[src/rtl/alu_share_sched.sv]
// -----------------------------------------------------------------------------
// alu_share_sched
//
// Round-robin scheduler sharing one N-bit add/multiply unit between two
// requesters. One operation is in flight at a time: add completes in a single
// EXEC cycle, multiply runs N shift-add steps on the shared adder. The result
// is held in DONE until the consumer takes it.
//
// Ports:
//   clk, rst                  clock, asynchronous active-high reset
//   reqK_valid / reqK_ready   request handshake for requester K (K = 0, 1)
//   reqK_op                   0 = add with carry-in, 1 = unsigned multiply
//   reqK_x, reqK_y            N-bit unsigned operands
//   reqK_cin                  carry-in (add only)
//   res_valid / res_ready     result handshake
//   res_id                    requester that issued the result
//   res_data                  2N-bit result ({0, cout, sum} or product)
//   busy                      high whenever the FSM is not idle
// -----------------------------------------------------------------------------
module alu_share_sched #(
    parameter int N = 4
) (
    input  logic           clk,
    input  logic           rst,
    input  logic           req0_valid,
    output logic           req0_ready,
    input  logic           req0_op,
    input  logic [N-1:0]   req0_x,
    input  logic [N-1:0]   req0_y,
    input  logic           req0_cin,
    input  logic           req1_valid,
    output logic           req1_ready,
    input  logic           req1_op,
    input  logic [N-1:0]   req1_x,
    input  logic [N-1:0]   req1_y,
    input  logic           req1_cin,
    output logic           res_valid,
    input  logic           res_ready,
    output logic           res_id,
    output logic [2*N-1:0] res_data,
    output logic           busy
);

    localparam int            CW   = (N > 1) ? $clog2(N) : 1;
    localparam logic [CW-1:0] LAST = CW'(N - 1);

    localparam logic [1:0] IDLE = 2'd0;
    localparam logic [1:0] EXEC = 2'd1;
    localparam logic [1:0] DONE = 2'd2;

    logic [1:0]     state;
    logic           last_grant;
    logic           op_q;
    logic [N-1:0]   x_q;
    logic [N-1:0]   y_q;
    logic           cin_q;
    logic [2*N-1:0] acc;
    logic [CW-1:0]  count;

    logic           grant0;
    logic           grant1;
    logic           accept;
    logic [2*N-1:0] partial;
    logic [2*N-1:0] acc_next;
    logic [N:0]     sum;

    // Round-robin: on contention the requester that did not win last time
    // is granted; a lone requester is always granted.
    // NOTE: every signal assigned in always_comb gets a value on every path,
    // so no latch is inferred.
    always_comb begin
        grant0 = req0_valid && (!req1_valid || last_grant);
        grant1 = req1_valid && (!req0_valid || !last_grant);
    end

    assign req0_ready = (state == IDLE) && grant0;
    assign req1_ready = (state == IDLE) && grant1;
    assign accept     = (req0_valid && req0_ready) || (req1_valid && req1_ready);

    assign res_valid  = (state == DONE);
    assign busy       = (state != IDLE);

    // One shift-add step: add x shifted by the current bit position when
    // that multiplier bit is set. 2N bits never overflow for an NxN product.
    assign partial  = y_q[count] ? ({{N{1'b0}}, x_q} << count) : '0;
    assign acc_next = acc + partial;
    assign sum      = {1'b0, x_q} + {1'b0, y_q} + {{N{1'b0}}, cin_q};

    // NOTE: state registers use non-blocking assignments so every register
    // samples the pre-edge values, independent of statement order.
    always_ff @(posedge clk or posedge rst) begin
        if (rst) begin
            state      <= IDLE;
            last_grant <= 1'b1;
            op_q       <= 1'b0;
            x_q        <= '0;
            y_q        <= '0;
            cin_q      <= 1'b0;
            acc        <= '0;
            count      <= '0;
            res_id     <= 1'b0;
            res_data   <= '0;
        end else begin
            case (state)
                IDLE: begin
                    if (accept) begin
                        // Grants are exclusive, so req1_ready alone picks
                        // which requester's operands are captured.
                        op_q       <= req1_ready ? req1_op  : req0_op;
                        x_q        <= req1_ready ? req1_x   : req0_x;
                        y_q        <= req1_ready ? req1_y   : req0_y;
                        cin_q      <= req1_ready ? req1_cin : req0_cin;
                        res_id     <= req1_ready;
                        last_grant <= req1_ready;
                        acc        <= '0;
                        count      <= '0;
                        state      <= EXEC;
                    end
                end
                EXEC: begin
                    if (!op_q) begin
                        res_data <= {{(N-1){1'b0}}, sum};
                        state    <= DONE;
                    end else begin
                        acc <= acc_next;
                        if (count == LAST) begin
                            res_data <= acc_next;
                            state    <= DONE;
                        end else begin
                            count <= count + 1'b1;
                        end
                    end
                end
                DONE: begin
                    if (res_ready) begin
                        state <= IDLE;
                    end
                end
                default: state <= IDLE;
            endcase
        end
    end

endmodule
[config.mk]
export PLATFORM = sky130hd
export DESIGN_NAME = alu_share_sched
export DESIGN_NICKNAME = d
export VERILOG_FILES = /design/src/rtl/alu_share_sched.sv
export SDC_FILE = /design/constraint.sdc
export NUM_CORES = 1
export LEC_CHECK = 0
export ABC_AREA = 0
export CAP_MARGIN = 5
export CORE_UTILIZATION = 30
export DETAILED_ROUTE_END_ITERATION = 8
export PLACE_DENSITY = 0.58
export SLEW_MARGIN = 40
export SYNTH_ARGS = -nofsm -noshare
export SYNTH_HDL_FRONTEND = slang
export SYNTH_SLANG_ARGS = --single-unit
[constraint.sdc]
create_clock -name clk -period 2.5 [get_ports clk]
set_input_delay 0.5 -clock clk [delete_from_list [all_inputs] [get_ports clk]]
set_output_delay 0.5 -clock clk [all_outputs]
set_load 0.005 [all_outputs]
==> summary.log, run 1 <==
qor: status.outcome finished clean
qor: flow_run.drv.max_cap_violation_count 0
qor: synthesis.postSynthRegisterBits 32
qor: layout.final_cell_mix nand2_1 (38), clkdlybuf4s50_1 (37), dfrtp_1 (30), a21oi_1 (14), o21ai_0 (13)
qor: layout.insertedDiodeCount 0
qor: die.pin_count 38
qor: route.drtIter0Drc 88
qor: synthesis.mapped_area 1990 um2
qor: clock_tree.worst_setup_hold_path_clk_slew 0.06 ns
qor: route.drtPass1Iterations 4
qor: synthesis.netlist-cell-type-count 43
qor: die.floorplan.core_area 6390 um2
qor: die.std_cell_rows 29
qor: layout.design.final.nets 300
qor: synthesis.post_synth.cell_area_avg 9.22 um2
qor: sta.slew_headroom 63.2%
qor: power_and_ir_drop.net_switching_fraction_of_the_power 41.4%
qor: synthesis.yosys_most_used_dff dfrtp_1
qor: power_and_ir_drop.power.static_leakage 1.18 nW
qor: hold_path.holdPathStages 2
qor: route.wl_per_cell 12.6 um
qor: power_and_ir_drop.sequentialPowerShare 31.0%
qor: clock_tree.ctsHoldBuffers 0
qor: synthesis.mappedNetlistNets 255
qor: power_and_ir_drop.power 0.00313 W
qor: clock_tree.cts.root.buffer_cell clkbuf_8
qor: power_and_ir_drop.largest_voltage_drop_on_the_vdd_net 0.459 mV
qor: synthesis.synth_simple_gate_area_share 18.0%
qor: die.die_y 83.5 um
qor: place.dp_hpwl 3310 um
qor: route.number_of_nets_with_antenna_violations_after_routing 0
qor: route.drt-vias-per-instance 4.80
qor: global_route.globalRouteTotalUtil 13.2%
qor: setup_path.cp_max_fo 6
qor: route.postRouteWirelength 4280 um
qor: global_route.first_global_vias 1603
qor: sta.maxSlewViolCount 0
qor: layout.finish.instance_area 2580 um2
qor: route.drc_violations_left 0
qor: hold_path.hold-path-endpoint res_data[4]
qor: clock_tree.tritoncts done
qor: route.vias 1628
qor: global_route.globalRouteOverflowTotal 0
qor: setup_path.worstSetupPathType flop to output pin
qor: synthesis.async_flop_share 100%
qor: layout.final_common_cell nand2_1
qor: sta.final_hold_viol_count 0
qor: layout.fillers 681
qor: die.die-area 6970 um2
qor: layout.layout-area-overhead-vs-synth 29.9%
qor: layout.layout-drive-gt1-share 12.6%
qor: synthesis.synth_edf_count 0
qor: sta.finalWorstPathRequiredPeriod 2.37 ns
qor: synthesis.synth_compound_area_share 19.3%
qor: setup_path.r2r_setup_slack 0.14 ns
qor: die.initial_standard_cell_utilization_of_the_core 31.2%
qor: setup_path.ff2ff_path_depth 8
qor: power_and_ir_drop.p_comb_share 56.2%
qor: setup_path.cp_data_required_time 2.00 ns
qor: sta.worst_clock_skew 0.00307 ns
qor: synthesis.mux_share_of_post_synthesis_cell_area 4.27%
qor: setup_path.data_arrival_critical_path 1.87 ns
qor: die.die_width 83.5 um
qor: power_and_ir_drop.netSwitchingPower 0.00129 W
qor: sta.worst_hold_margin 0.486 ns
qor: sta.max_slew.worst_pin.slew 0.553 ns
qor: hold_path.hp-start res_data[4]
qor: setup_path.worstSetupEndpointType output pin
qor: synthesis.yosys.area_share.adder 9.93%
qor: setup_path.r2r_start y_q[3]
qor: synthesis.synth-warning-count 0
qor: layout.layout.core_utilization 40.5%
qor: setup_path.setup.worst_path.start_class flop
qor: global_route.grt_first_pass_wirelength 7480 um
qor: clock_tree.htree_num_levels 2
qor: synthesis.post_syn_instances 216
qor: clock_tree.cts.sink_count 32
qor: global_route.antenna_found_initial 0
qor: sta.min_period_over_period 94.6%
qor: clock_tree.cts_buffers 5
qor: sta.setup_violations 0
qor: place.placement.cell_area 2470 um2
qor: synthesis.yosysSeqAreaShare 40.3%
qor: clock_tree.ctsLongestPathBuffers 2
qor: sta.final.setup.tns 0 ns
qor: sta.maxClockFrequency 423 MHz
qor: synthesis.synth-xor-area-share 3.08%
qor: power_and_ir_drop.cellInternalPower 0.00183 W
qor: place.gpl.final_weighted_congestion 0.819
qor: hold_path.hold_class flop to flop
qor: place.io_buffers 37
qor: power_and_ir_drop.pwrdens 1210 nW/um2
qor: setup_path.crit-reg2reg-capture res_data[7]
qor: synthesis.dominant_combinational_cell_family_by_area_after_synthesis compound AO/OA/AOI/OAI gates
qor: clock_tree.clk_latency_worst_skew_pair 0.27 ns
qor: global_route.grt_start_max_net_pins 33
qor: power_and_ir_drop.clock_network_fraction_of_total_power 12.8%
## worst max-delay path by stage
stage | startpoint | endpoint
2_1_floorplan | count[0] | res_data[7]
3_3_place_gp | count[1] | res_data[7]
3_5_place_dp | y_q[3] | res_data[7]
4_1_cts | y_q[3] | res_data[7]
5_1_grt | count[1] | res_data[7]
6_report | state[0] | req0_ready
## power by group through the flow
stage                     logic (W)  clock network, W  registers (W)
final                       0.00176          0.000400       0.000971
after global routing        0.00200          0.000444        0.00102
after CTS                   0.00174          0.000417       0.000975
after detailed placement    0.00173                 0       0.000982
after global placement      0.00172                 0       0.000979
after floorplan             0.00128                 0       0.000914
## cells by family after synthesis
group                      after synthesis
DFF                                     32
AOI/OAI and AO/OA                       58
muxes                                    7
xor gates and xnor gates                 7
adders and majority gates               14
buffers and inverters                   21
and+or+nand+nor                         77
## repair_timing
item	4_1_cts	5_1_grt
gates resized for setup	0	2
setup buffers	0	1
setup endpoints to repair	0	6
## stage by stage
stage	worst slack [ns]	std cells
2_1_floorplan	0.157	216
3_3_place_gp	0.111	330
3_5_place_dp	0.0666	330
4_1_cts	0.0573	338
5_1_grt	-0.00774	339
6_report	0.135	339
## synth_stat cells, drive strengths merged (5+ instances only)
| master | number | share of area, % |
|---|---|---|
| a22o | 8 | 3.5 |
| buf | 8 | 2.6 |
| nand2 | 40 | 7.8 |
| inv | 10 | 1.9 |
| ha | 11 | 6.9 |
| xnor2 | 5 | 2.2 |
| and2 | 5 | 1.8 |
| o21ai | 15 | 4.1 |
| a21oi | 14 | 3.5 |
| nand3 | 8 | 2.0 |
| dfrtp | 31 | 39 |
| a31oi | 10 | 3.1 |
| nor2 | 11 | 2.1 |
## sequential cells by signal, indices dropped and copies added, names as in the netlist
signal,count
acc,8
count,2
last_grant,1
cin_q,1
op_q,1
res_id,1
x_q,4
res_data,8
state,2
y_q,4
## worst max-delay path: stages, from the launching register on
cell             delay, ns
dfrtp_1               0.42
nor2_1                0.34
nand3_1               0.24
clkinv_2              0.09
clkdlybuf4s50_1       0.50
## cell type report
type / count / area (um2) / area share [%]
inverters: 11 / 42.5 / 1.65
flip-flops and latches: 32 / 803 / 31.1
clock buffers: 8 / 90.1 / 3.48
multi-input cells: 163 / 1100 / 42.5
repair buffers: 48 / 453 / 17.5
well taps: 77 / 96.3 / 3.73
## per-layer routing
metal | global-route usage (%) | wire (um)
met5 | 0 | 0
met4 | 2.77 | 25
met3 | 3.17 | 159
met2 | 22.1 | 2060
met1 | 17.6 | 2040
No activity file was read; power rests on OpenSTA's default activity.
==> run 2, diff against run 1 <==
==> constraint.sdc (replaced) <==
create_clock -name clk -period 2.5 [get_ports clk]
set_input_delay 0.5 -clock clk [delete_from_list [all_inputs] [get_ports clk]]
set_output_delay 0.5 -clock clk [all_outputs]
set_load 0.1 [all_outputs]
==> summary.log, run 2 (synthesis gave the netlist of run 1 again) <==
qor: die.die-area 6970 um2 [unchanged]
qor: layout.insertedDiodeCount 0 [unchanged]
qor: die.die_width 83.5 um [unchanged]
qor: global_route.first_global_vias 1694 [was 1603]
qor: sta.maxClockFrequency 417 MHz [was 423 MHz]
qor: sta.worst_clock_skew 0.00575 ns [was 0.00307 ns]
qor: layout.largestRegisters acc (8), res_data (8) [unchanged]
qor: layout.finish.instance_area 2590 um2 [was 2580 um2]
qor: setup_path.r2r_start y_q[3] [unchanged]
qor: layout.final_common_cell nand2_1 [unchanged]
qor: hold_path.hp-start res_data[4] [unchanged]
qor: clock_tree.ctsLongestPathBuffers 2 [unchanged]
qor: clock_tree.clk_latency_worst_skew_pair 0.29 ns [was 0.27 ns]
qor: global_route.grt_first_pass_wirelength 7880 um [was 7480 um]
qor: route.drtPass1Iterations 4 [unchanged]
qor: power_and_ir_drop.cellInternalPower 0.00185 W [was 0.00183 W]
qor: setup_path.worstSetupPathType flop to flop [was flop to output pin]
qor: setup_path.cp_data_required_time 2.73 ns [was 2.00 ns]
qor: setup_path.worst_path_max_stage_delay 0.50 ns [about the same]
qor: sta.setup_violations 0 [unchanged]
qor: setup_path.critical_path.n_buffers_inverters 0 [was 2]
qor: sta.final_hold_viol_count 0 [unchanged]
qor: power_and_ir_drop.clock_network_fraction_of_total_power 11.4% [was 12.8%]
qor: die.initial_standard_cell_utilization_of_the_core 31.2% [unchanged]
qor: status.outcome finished clean [unchanged]
qor: place.io_buffers 37 [unchanged]
qor: clock_tree.worst_setup_hold_path_clk_slew 0.07 ns [was 0.06 ns]
qor: setup_path.r2r_setup_slack 0.10 ns [was 0.14 ns]
qor: sta.worst_hold_margin 0.481 ns [was 0.486 ns]
qor: sta.slew_headroom 64.7% [was 63.2%]
qor: setup_path.worst_path_dominant_cell_family multiplexers [was buffers and inverters]
qor: clock_tree.tritoncts done [unchanged]
qor: power_and_ir_drop.netSwitchingPower 0.00181 W [was 0.00129 W]
qor: setup_path.timing.critical_path.slowest_stage_cell mux4_2 [was clkdlybuf4s50_1]
qor: power_and_ir_drop.p_comb_share 62.2% [was 56.2%]
qor: sta.finalWorstPathRequiredPeriod 2.40 ns [was 2.37 ns]
qor: die.pin_count 38 [unchanged]
qor: sta.min_period_over_period 96.0% [was 94.6%]
qor: global_route.antenna_found_initial 0 [unchanged]
qor: place.placement.cell_area 2450 um2 [was 2470 um2]
qor: route.drt-vias-per-instance 4.84 [was 4.80]
qor: sta.final.setup.tns 0 ns [unchanged]
qor: setup_path.cp_max_fo 5 [was 6]
qor: setup_path.data_arrival_critical_path 2.63 ns [was 1.87 ns]
qor: sta.rsz_0062_raised_after_global_routing false
qor: die.floorplan.core_area 6390 um2 [unchanged]
qor: power_and_ir_drop.net_switching_fraction_of_the_power 49.5% [was 41.4%]
qor: layout.layout-area-overhead-vs-synth 30.0% [was 29.9%]
qor: layout.final_cell_mix nand2_1 (38), dfrtp_1 (30), clkdlybuf4s50_1 (24), buf_4 (24), a21oi_1 (14) [was nand2_1 (38), clkdlybuf4s50_1 (37), dfrtp_1 (30), a21oi_1 (14), o21ai_0 (13)]
qor: power_and_ir_drop.largest_voltage_drop_on_the_vdd_net 0.544 mV [was 0.459 mV]
qor: die.std_cell_rows 29 [unchanged]
qor: sta.maxSlewViolCount 0 [unchanged]
qor: setup_path.setup.worst_path.start_class flop [unchanged]
qor: route.number_of_nets_with_antenna_violations_after_routing 0 [unchanged]
qor: layout.design.final.nets 303 [was 300]
qor: sta.max_slew.worst_pin.slew 0.530 ns [was 0.553 ns]
qor: route.vias 1656 [was 1628]
qor: power_and_ir_drop.sequentialPowerShare 26.5% [was 31.0%]
qor: die.die_y 83.5 um [unchanged]
qor: power_and_ir_drop.pwrdens 1420 nW/um2 [was 1210 nW/um2]
qor: global_route.globalRouteOverflowTotal 0 [unchanged]
qor: route.drtIter0Drc 57 [was 88]
qor: route.wl_per_cell 12.9 um [was 12.6 um]
qor: clock_tree.cts.sink_count 32 [unchanged]
qor: setup_path.worstSetupStartpoint y_q[3] [was state[0]]
qor: global_route.globalRouteTotalUtil 14.0% [was 13.2%]
qor: clock_tree.htree_num_levels 2 [unchanged]
qor: clock_tree.cts_buffers 5 [unchanged]
qor: global_route.grt_start_max_net_pins 33 [unchanged]
qor: setup_path.worstSetupEndpointType flop [was output pin]
qor: clock_tree.cts.root.buffer_cell clkbuf_8 [unchanged]
qor: place.dp_hpwl 3370 um [was 3310 um]
qor: route.postRouteWirelength 4420 um [was 4280 um]
qor: power_and_ir_drop.power.static_leakage 1.22 nW [was 1.18 nW]
qor: route.drc_violations_left 0 [unchanged]
qor: flow_run.drv.max_cap_violation_count 0 [unchanged]
qor: hold_path.hold_class flop to flop [unchanged]
qor: place.gpl.final_weighted_congestion 0.808 [was 0.819]
qor: setup_path.timing.critical_path.mode_cell nand2_1
qor: layout.layout-drive-gt1-share 18.5% [was 12.6%]
qor: setup_path.cp_cell_sequence mux4_2 -> and2_1 -> ha_2 -> a21oi_1 -> a211o_1 -> nand2_1 -> mux2_2 -> nand2_1 [was nor2_1 -> nand3_1 -> clkinv_2 -> clkdlybuf4s50_1]
-- run 2: changes by cell type in the layout (fill, tap and decap cells not counted), sizes merged --
cell | before | now
buf | 11 | 26
clkdlybuf4s50 | 37 | 24
clkbuf | 8 | 9
-- run 2: power groups by stage --
stage	clock network (W)	registers (W)	logic [W]
2_1_floorplan	0	0.00121	0.00145
3_3_place_gp	0	0.000978	0.00220
6_report	0.000417	0.000969	0.00228
3_5_place_dp	0	0.000984	0.00222
4_1_cts	0.000437	0.000977	0.00223
5_1_grt	0.000449	0.00101	0.00251
-- run 2: metal layers --
metal | up-vias | wire length (um) | global-route usage [%]
li1 | 849 | - | -
met1 | 766 | 2090 | 18.9
met3 | 3 | 208 | 3.36
met5 | - | 0 | 0
met2 | 38 | 2080 | 22.7
met4 | 0 | 40 | 3.70
-- run 2: final timing paths --
check	cells past startpoint	endpoint
max in group asynchronous	3	last_grant
setup reg to reg	8	res_data[7]
hold reg to reg	2	res_data[4]
hold / removal	2	res_data[4]
min in group asynchronous	3	x_q[2]
setup / recovery	8	res_data[7]
-- run 2: timing repair --
item                       CTS  global route
gates resized for setup      0             2
setup endpoints to repair    0             7
hold buffers                 0             0
setup buffers                0             6
-- run 2: worst reg2reg max path, stage by stage, from the launching register on --
cell and delay [ns]:
dfrtp_1 0.42, mux4_2 0.50, and2_1 0.16, ha_2 0.37
a21oi_1 0.09, a211o_1 0.31, nand2_1 0.09, mux2_2 0.33
nand2_1 0.07
-- run 2: through the flow --
step	std cells	setup slack, ns	util [%]	total power, W
floorplan	216	0.157	-	0.00266
global placement	328	0.0982	38.4	0.00318
detailed placement	328	0.0613	38.4	0.00321
CTS	336	0.0389	39.8	0.00364
global route	342	0.00554	40.5	0.00397
finish	342	0.100	40.5	0.00366
-- run 2: cell type report --
cell class / count / area [um2]
Tap cell: 77 / 96.3
Sequential cell: 32 / 803
Clock buffer: 8 / 90.1
Multi-Input combinational cell: 163 / 1090
Timing Repair Buffer: 51 / 465
Inverter: 11 / 42.5
Fill cell: 668 / 3800
==> run 3, diff against run 2 <==
--- a/config.mk
+++ b/config.mk
@@ -8,4 +8,5 @@
 export ABC_AREA = 0
 export CAP_MARGIN = 5
+export CORE_MARGIN = 2
 export CORE_UTILIZATION = 30
 export DETAILED_ROUTE_END_ITERATION = 8
==> constraint.sdc (replaced) <==
create_clock -name clk -period 2.5 [get_ports clk]
set_input_delay 0.75 -clock clk [delete_from_list [all_inputs] [get_ports clk]]
set_output_delay 0.75 -clock clk [all_outputs]
set_load 0.1 [all_outputs]
==> summary.log, run 3 (synthesis gave the netlist of run 1 again) <==
qor: layout.fillers 679 [was 668]
qor: sta.setup_violations 0 [unchanged]
qor: global_route.antenna_found_initial 0 [unchanged]
qor: route.drtPass1Iterations 4 [unchanged]
qor: global_route.globalRouteTotalUtil 13.1% [was 14.0%]
qor: die.die_width 85.5 um [was 83.5 um]
qor: route.wl_per_cell 12.9 um [about the same]
qor: setup_path.setup.worst_path.start_class flop [unchanged]
qor: die.pin_count 38 [unchanged]
qor: layout.layout-area-overhead-vs-synth 32.7% [was 30.0%]
qor: layout.largestRegisters acc (8), res_data (8) [unchanged]
qor: setup_path.data_arrival_critical_path 2.58 ns [was 2.63 ns]
qor: clock_tree.cts_buffers 5 [unchanged]
qor: place.io_buffers 37 [unchanged]
qor: global_route.grt_start_max_net_pins 33 [unchanged]
qor: sta.maxSlewViolCount 0 [unchanged]
qor: setup_path.cp_data_required_time 2.72 ns [was 2.73 ns]
qor: route.postRouteWirelength 4410 um [was 4420 um]
qor: place.gpl.final_weighted_congestion 0.795 [was 0.808]
qor: layout.final_cell_mix nand2_1 (38), dfrtp_1 (30), buf_4 (25), clkdlybuf4s50_1 (22) [was nand2_1 (38), dfrtp_1 (30), clkdlybuf4s50_1 (24), buf_4 (24), a21oi_1 (14)]
qor: layout.insertedDiodeCount 0 [unchanged]
qor: place.pre_cts_slack -0.0657 ns [was 0.0613 ns]
qor: clock_tree.clk_latency_worst_skew_pair 0.28 ns [was 0.29 ns]
qor: layout.finish.instance_area 2640 um2 [was 2590 um2]
qor: route.vias 1648 [was 1656]
qor: clock_tree.cts.sink_count 32 [unchanged]
qor: die.std_cell_rows 29 [unchanged]
qor: clock_tree.ctsLongestPathBuffers 2 [unchanged]
qor: route.drt-vias-per-instance 4.80 [was 4.84]
qor: clock_tree.tritoncts done [unchanged]
qor: sta.min_period_over_period 94.3% [was 96.0%]
qor: layout.layout-drive-gt1-share 20.7% [was 18.5%]
qor: route.drc_violations_left 0 [unchanged]
qor: die.die_y 85.5 um [was 83.5 um]
qor: sta.maxClockFrequency 424 MHz [was 417 MHz]
qor: clock_tree.ctsHoldBuffers 0 [unchanged]
qor: sta.finalWorstPathRequiredPeriod 2.36 ns [was 2.40 ns]
qor: clock_tree.cts.root.buffer_cell clkbuf_8 [unchanged]
qor: power_and_ir_drop.power.static_leakage 1.25 nW [was 1.22 nW]
qor: die.floorplan.core_area 6390 um2 [unchanged]
qor: power_and_ir_drop.pwrdens 1400 nW/um2 [was 1420 nW/um2]
qor: layout.final_common_cell nand2_1 [unchanged]
qor: die.die-area 7300 um2 [was 6970 um2]
qor: layout.design.final.nets 304 [was 303]
qor: setup_path.worstSetupEndpointType flop [unchanged]
qor: global_route.first_global_vias 1656 [was 1694]
qor: sta.rsz_0062_raised_after_global_routing false [unchanged]
qor: route.number_of_nets_with_antenna_violations_after_routing 0 [unchanged]
qor: hold_path.hold_class flop to flop [unchanged]
qor: clock_tree.worst_setup_hold_path_clk_slew 0.07 ns [about the same]
qor: sta.worst_clock_skew 0.00452 ns [was 0.00575 ns]
qor: power_and_ir_drop.largest_voltage_drop_on_the_vdd_net 0.638 mV [was 0.544 mV]
qor: status.outcome finished clean [unchanged]
qor: place.dp_hpwl 3340 um [was 3370 um]
qor: sta.slew_headroom 63.7% [was 64.7%]
qor: layout.layout.core_utilization 41.4% [was 40.5%]
qor: place.placement.cell_area 2510 um2 [was 2450 um2]
qor: sta.max_slew.worst_pin.slew 0.544 ns [was 0.530 ns]
qor: sta.worst_hold_margin 0.482 ns [was 0.481 ns]
qor: sta.postLayoutSetupSlackWorst 0.142 ns [was 0.100 ns]
qor: die.initial_standard_cell_utilization_of_the_core 31.2% [unchanged]
qor: setup_path.cp_max_fo 5 [unchanged]
qor: setup_path.worstSetupPathType flop to flop [unchanged]
qor: flow_run.drv.max_cap_violation_count 0 [unchanged]
qor: clock_tree.htree_num_levels 2 [unchanged]
qor: global_route.globalRouteOverflowTotal 0 [unchanged]
qor: route.drtIter0Drc 55 [was 57]
qor: global_route.grt_first_pass_wirelength 7630 um [was 7880 um]
qor: sta.final_hold_viol_count 0 [unchanged]
==> run 3: cell types whose count changed in the layout (fill, tap and decap cells not counted), sizes merged <==
cell / before / now
clkbuf: 9 / 8
buf: 26 / 28
clkdlybuf4s50: 24 / 22
dlymetal6s2s: 0 / 2
==> run 3: routing by layer <==
metal / track usage (%) / share of wire (%) / vias to the layer above
met5: 0 / 0 / -
met4: 2.60 / 0.43 / 0
met3: 3.31 / 4.1 / 2
met2: 22.3 / 48 / 34
met1: 16.9 / 47 / 756
li1: - / - / 856
==> run 3: per-stage QoR <==
| step | TNS (ns) | power (W) | std cells |
|---|---|---|---|
| after floorplan | 0 | 0.00266 | 216 |
| after global placement | -0.0642 | 0.00323 | 334 |
| after detailed placement | -0.0817 | 0.00326 | 334 |
| after CTS | -0.0712 | 0.00370 | 342 |
| after global routing | 0 | 0.00404 | 343 |
| final | 0 | 0.00371 | 343 |
==> run 3: timing repair <==
item,CTS,global route
setup buffers,0,1
gates resized for setup,1,8
setup endpoints to repair,2,7
==> run 3: final timing paths <==
path                       slack (ns)          end  depth (start not counted)   startpoint
max                              0.14  res_data[7]                          8     count[0]
min                              0.48  res_data[4]                          2  res_data[4]
max reg2reg                      0.14  res_data[7]                          8     count[0]
min reg2reg                      0.48  res_data[4]                          2  res_data[4]
max in group asynchronous        1.33   last_grant                          3          rst
min in group asynchronous        0.85     state[1]                          3          rst
==> run 3: area by class of cell <==
class	count	area [um2]	share of cell area [%]
flip-flops and latches	32	803	30.4
well taps	77	96.3	3.65
repair buffers	52	493	18.7
multi-input cells	163	1120	42.3
clock buffers	8	90.1	3.41
inverters	11	42.5	1.61
==> run 3: worst max-delay path, cell delays in order (launching register included) <==
cell and delay (ns):
dfrtp_1 0.37, mux4_2 0.52, and2_1 0.16, ha_2 0.37, a21oi_1 0.09, a211o_1 0.31, nand2_1 0.09, mux2_2 0.33
nand2_1 0.06
==> run 3: power breakdown <==
group	internal (W)	total (W)	switching (W)	leakage [nW]
Clock	0.000225	0.000417	0.000192	0.0455
Combinational	0.000912	0.00233	0.00142	0.798
Sequential	0.000743	0.000958	0.000214	0.404
Total	0.00188	0.00371	0.00183	1.25
==> edit 1 (settings of run 2) <==
`N`: 4 -> 2.
--- a/src/rtl/alu_share_sched.sv
+++ b/src/rtl/alu_share_sched.sv
@@ -20,3 +20,3 @@
 module alu_share_sched #(
-    parameter int N = 4
+    parameter int N = 2
 ) (
Interface: changed (5 resized); port bits go from 38 to 26. No check against the original RTL was run, so the function may have changed too.
==> edit 1 against run 2 <==
Global-route usage is 2.4 points lower. Worst setup slack better by 0.29 ns. Clock power is 63% lower. Sequential cell count is 13 lower. Area after synthesis is 45% lower. Combinational power is 50% lower. Highest routed layer unchanged. Total power is 50% lower. Cell count is 47% lower. Wire length is 54% lower. Cell area is 45% lower.
==> edit 1: results (changes against run 2) <==
** Run status
- Result of the run :: complete, no violations

** Clocking
- Number of CTS-inserted buffers :: 3 (-2)
- Clock-pin slew on the worst setup and hold paths :: 0.11 ns (+0.04 ns)

** Setup path
- In this run the critical register-to-register path is captured at res_data[2].
- Slowest CP cell :: clkdlybuf4s50_1
- Critical path arrival :: 1.61 ns (-1.02 ns)
- In this run the critical register-to-register path is launched from count.
- The number of cell instances on the worst register-to-register path was 7 (-1).
- CP max FO :: 8 (+3)
- The reg-to-reg setup timing slack is 0.40 ns (+0.30 ns).

** Final layout
- The number of filler instances in the final layout is 374 (-44%).

** Synth
- The adder and majority cell fraction of the synthesized area was 0.0890 (-0.0103).
- The fraction of synthesized area in multiplexers is 0.0879 (+0.0452).
- The sequential cell area fraction in the yosys report is 0.435 (+0.0320).
- The number of distinct library cell variants in the gate-level netlist after synthesis was 36 (-16%).

** Timing
- The tightest hold margin came to 0.497 ns (+0.0160 ns).

** Pwr
- The net switching power of the design came to 0.000957 W (-47%).
- The combinational logic power was 0.00114 W (-50%).
- The worst vdd rail ir drop was 0.523 mV (-3.9%).
- The register share of total power came to 0.300 (+0.035).

** Global route
- Number of global-route vias before repair :: 807 (-52%)
- Aggregate global-route resource usage :: 0.116 (-0.0237)
- The wire length of the first global-routing pass came to 3560 um (-55%).
- Largest net degree at the start of global routing :: 20 (-39%)

** Detailed routing
- The detailed router's first-iteration violation count came to 11 (-81%).

** Worst hold path
- In this run the most critical hold path is launched from res_data[1].

** Placement
- HPWL Detailed :: 1640 um (-51%)
- The weighted congestion at the end of routability-driven global placement came to 0.739 (-8.5%).
- The number of buffers added on ports was 25 (-32%).
-- edit 1: cell types whose count changed after synthesis, sizes merged, moves of 7 or more --
cell and delta:
nand2 -23, dfrtp -13, a21oi -9, a31oi -9
nor2 -9, a22o -8, ha -8, buf -7
-- edit 1: cell families after synthesis --
family,after synthesis
fa+ha+maj,6
buf+inv,15
mux,9
flops,19
xor+xnor,2
compound gates,25
simple gates,30
-- edit 1: critical path, delay by kind of cell --
kind / cells / cell delay, ns
AND/OR/NAND/NOR: 1 / 0.18
buffers and inverters: 3 / 0.92
-- edit 1: routing by layer --
metal	part of all wire	routed length [um]	vias up	global-route usage
met5	0	0	-	0
met4	0.013	26	0	0.0436
met3	0.049	100	4	0.0328
met2	0.47	950	23	0.175
met1	0.47	964	361	0.158
li1	-	-	410	-
-- edit 1: cell type report --
| type | instances | area [um2] | share of cell area |
|---|---|---|---|
| repair buffers | 26 | 260 | 0.183 |
| inverters | 13 | 48.8 | 0.0342 |
| clock buffers | 4 | 26.3 | 0.0184 |
| multi-input cells | 72 | 556 | 0.390 |
| flip-flops and latches | 19 | 477 | 0.335 |
| well taps | 46 | 57.6 | 0.0404 |
-- edit 1: worst max-delay path by stage --
stage	slack (ns)	cells after the start	from	endpoint
floorplan	0.47	3	state[1]	req0_ready
global placement	0.41	4	req1_valid	req1_ready
detailed placement	0.39	4	req1_valid	req1_ready
CTS	0.39	4	req1_valid	req1_ready
global route	0.29	7	count	res_data[2]
finish	0.39	4	req1_valid	req1_ready
-- edit 1: metrics by stage --
stage	setup WS, ns	total power (W)	area [um2]	cells
finish	0.390	0.00185	1430	180
floorplan	0.466	0.00145	1100	106
CTS	0.388	0.00187	1430	180
detailed placement	0.389	0.00171	1400	176
global route	0.291	0.00198	1430	180
global placement	0.414	0.00169	1400	176
==> edit 2 (config.mk and constraints of run 2) <==
Without the edit above. Reset style: synchronous (`rst`), changed in one clocked block. Comments in the files are not updated.
--- a/src/rtl/alu_share_sched.sv
+++ b/src/rtl/alu_share_sched.sv
@@ -90,3 +90,3 @@
     // samples the pre-edge values, independent of statement order.
-    always_ff @(posedge clk or posedge rst) begin
+    always_ff @(posedge clk) begin
         if (rst) begin
Check against the original RTL: differs if rst is asserted again (counterexample within 4 cycles, from zero or initial values and one cycle with rst high); with rst held inactive, the same outputs for 10 cycles.
==> edit 2 against run 2 <==
Maximum frequency is 0.80% higher. Worst setup slack better by 0.019 ns. Cell area shrank 2.0%. Area after synthesis shrank 2.6%. Die area fell by 2.5%. Wire length grew 2.1%. Sequential cell count is the same. Clock skew rose by 0.0012 ns. Global-route usage up 0.78 points. Critical path type unchanged. Highest routed layer unchanged.
Power is not compared: it rests on default switching activity, and its combinational part moved more than twofold at a synthesized area within 25%.
==> edit 2: results (changes against run 2) <==
** Final layout
- The number of multi-input combinational cells is 183 (+12%).
- Count of clock-net buffers in the final layout :: 7 (-1)
- The non-clock buffer contribution to total cell area was 0.176 (-0.00425).
- Fill cells :: 627 (-6.1%)
- The core utilization of the finished layout came to 0.418 (+0.0133).
- FF/Latch Area :: 646 um2 (-20%)
- The footprint of the multi-input gates came to 1230 um2 (+13%).
- The non-clock inverter count in the final layout is 7 (-4).
- The cell area after layout came to 2540 um2 (-2.0%).
- The diode insertion count for antenna repair is 0 (unchanged).
- The clock-cell share of area is 0.0380 (+0.00317).

** Placement
- Cell area reported after detailed placement :: 2420 um2 (-1.2%)
- Pre-CTS setup slack :: 0.0459 ns (-0.0154 ns)
- The number of instances in the placed design is 345 (+5.2%).
- The estimated wirelength of the detail-placed design was 3540 um (+5.1%).

** Global route
- The met3 track utilization from global routing is 0.0429 (+0.00923).
- The wire length of the first global-routing pass is 7390 um (-6.2%).
- The met1 track demand over resource in global routing is 0.189 (+0.000492).
- The overall routing resource usage came to 0.148 (+0.00780).
- Global-route met2 utilization :: 0.238 (+0.0115)

** Synth
- In the synthesized netlist, the cells that appear most often are nand2_1 (40), dfxtp_1 (32), nor2_1 (24).
- Adder-Cell Fraction of Synth Area :: 0.102 (+0.00263)
- The xor/xnor share of the synthesized area is 0.0271 (-0.00370).
- The fraction of synthesized area in multiplexers was 0.0432 (+0.000485).
- The async set or reset register ratio after synthesis was 0 (-1.00).
- Cell count after synthesis :: 235 (+8.8%)
- Sorting the synthesized cells by area gives the leading types as dfxtp_1 (33%), nand2_1 (7.7%), ha_1 (7.1%), nor2_1 (4.6%), a311oi_1 (4.5%).
- The sequential cell area fraction in the yosys report is 0.330 (-0.0726).
- Number of different library cells in the post-synthesis netlist :: 46 (+7.0%)
- The fraction of the mapped netlist area in compound gates was 0.215 (+0.0219).
- Post-synthesis net count :: 274 (+7.5%)

** Setup path
- The data arrival time of the worst path was 2.52 ns (-0.11 ns).
- Critical register-to-register path endpoint :: acc[7]
- Worst-case register-to-register setup slack :: 0.12 ns (+0.02 ns)
- The peak per-stage delay on the critical path came to 0.53 ns (+0.03 ns).
- Reg-to-Reg Start :: count[0]

** Timing
- The setup clock skew after layout is 0.00700 ns (+0.00125 ns).
- The upper clock frequency limit was 420 MHz (+0.80%).
- The relative slew slack was 0.579 (-0.0676).

** Detailed routing
- Starting DRT DRC Count :: 97 (+70%)
- The via count of the routed design was 1,718 (+3.7%).
- The via-per-instance ratio is 4.88 (+0.80%).
- Drt wl/cell :: 12.8 um (-0.78%)

** Run status
- Result of the run :: complete, no violations
## edit 2: changes by cell type after synthesis, moves of 7 or more
cell and delta:
nor2_1 +13, a22o_1 -8, a311oi_1 +10, dfxtp_1 +32
dfrtp_1 -31, o21ai_0 -7, a31oi_1 -9
## edit 2: how the worst min path moves through the flow
stage	start	endpoint	slack, ns	depth (start not counted)
floorplan	last_grant	last_grant	0.45	2
global placement	res_data[1]	res_data[1]	0.44	2
detailed placement	res_data[1]	res_data[1]	0.45	2
CTS	res_data[1]	res_data[1]	0.46	2
global route	res_data[4]	res_data[4]	0.49	2
finish	res_data[1]	res_data[1]	0.45	2
## edit 2: metal layers
layer,up-vias,wire (um)
li1,919,-
met1,756,2170
met2,38,2110
met3,5,194
met4,0,41
met5,-,0
## edit 2: timing repair
| action | CTS | global route |
|---|---|---|
| gates resized for setup | 0 | 4 |
| setup endpoints to repair | 0 | 8 |
| setup buffers | 0 | 0 |
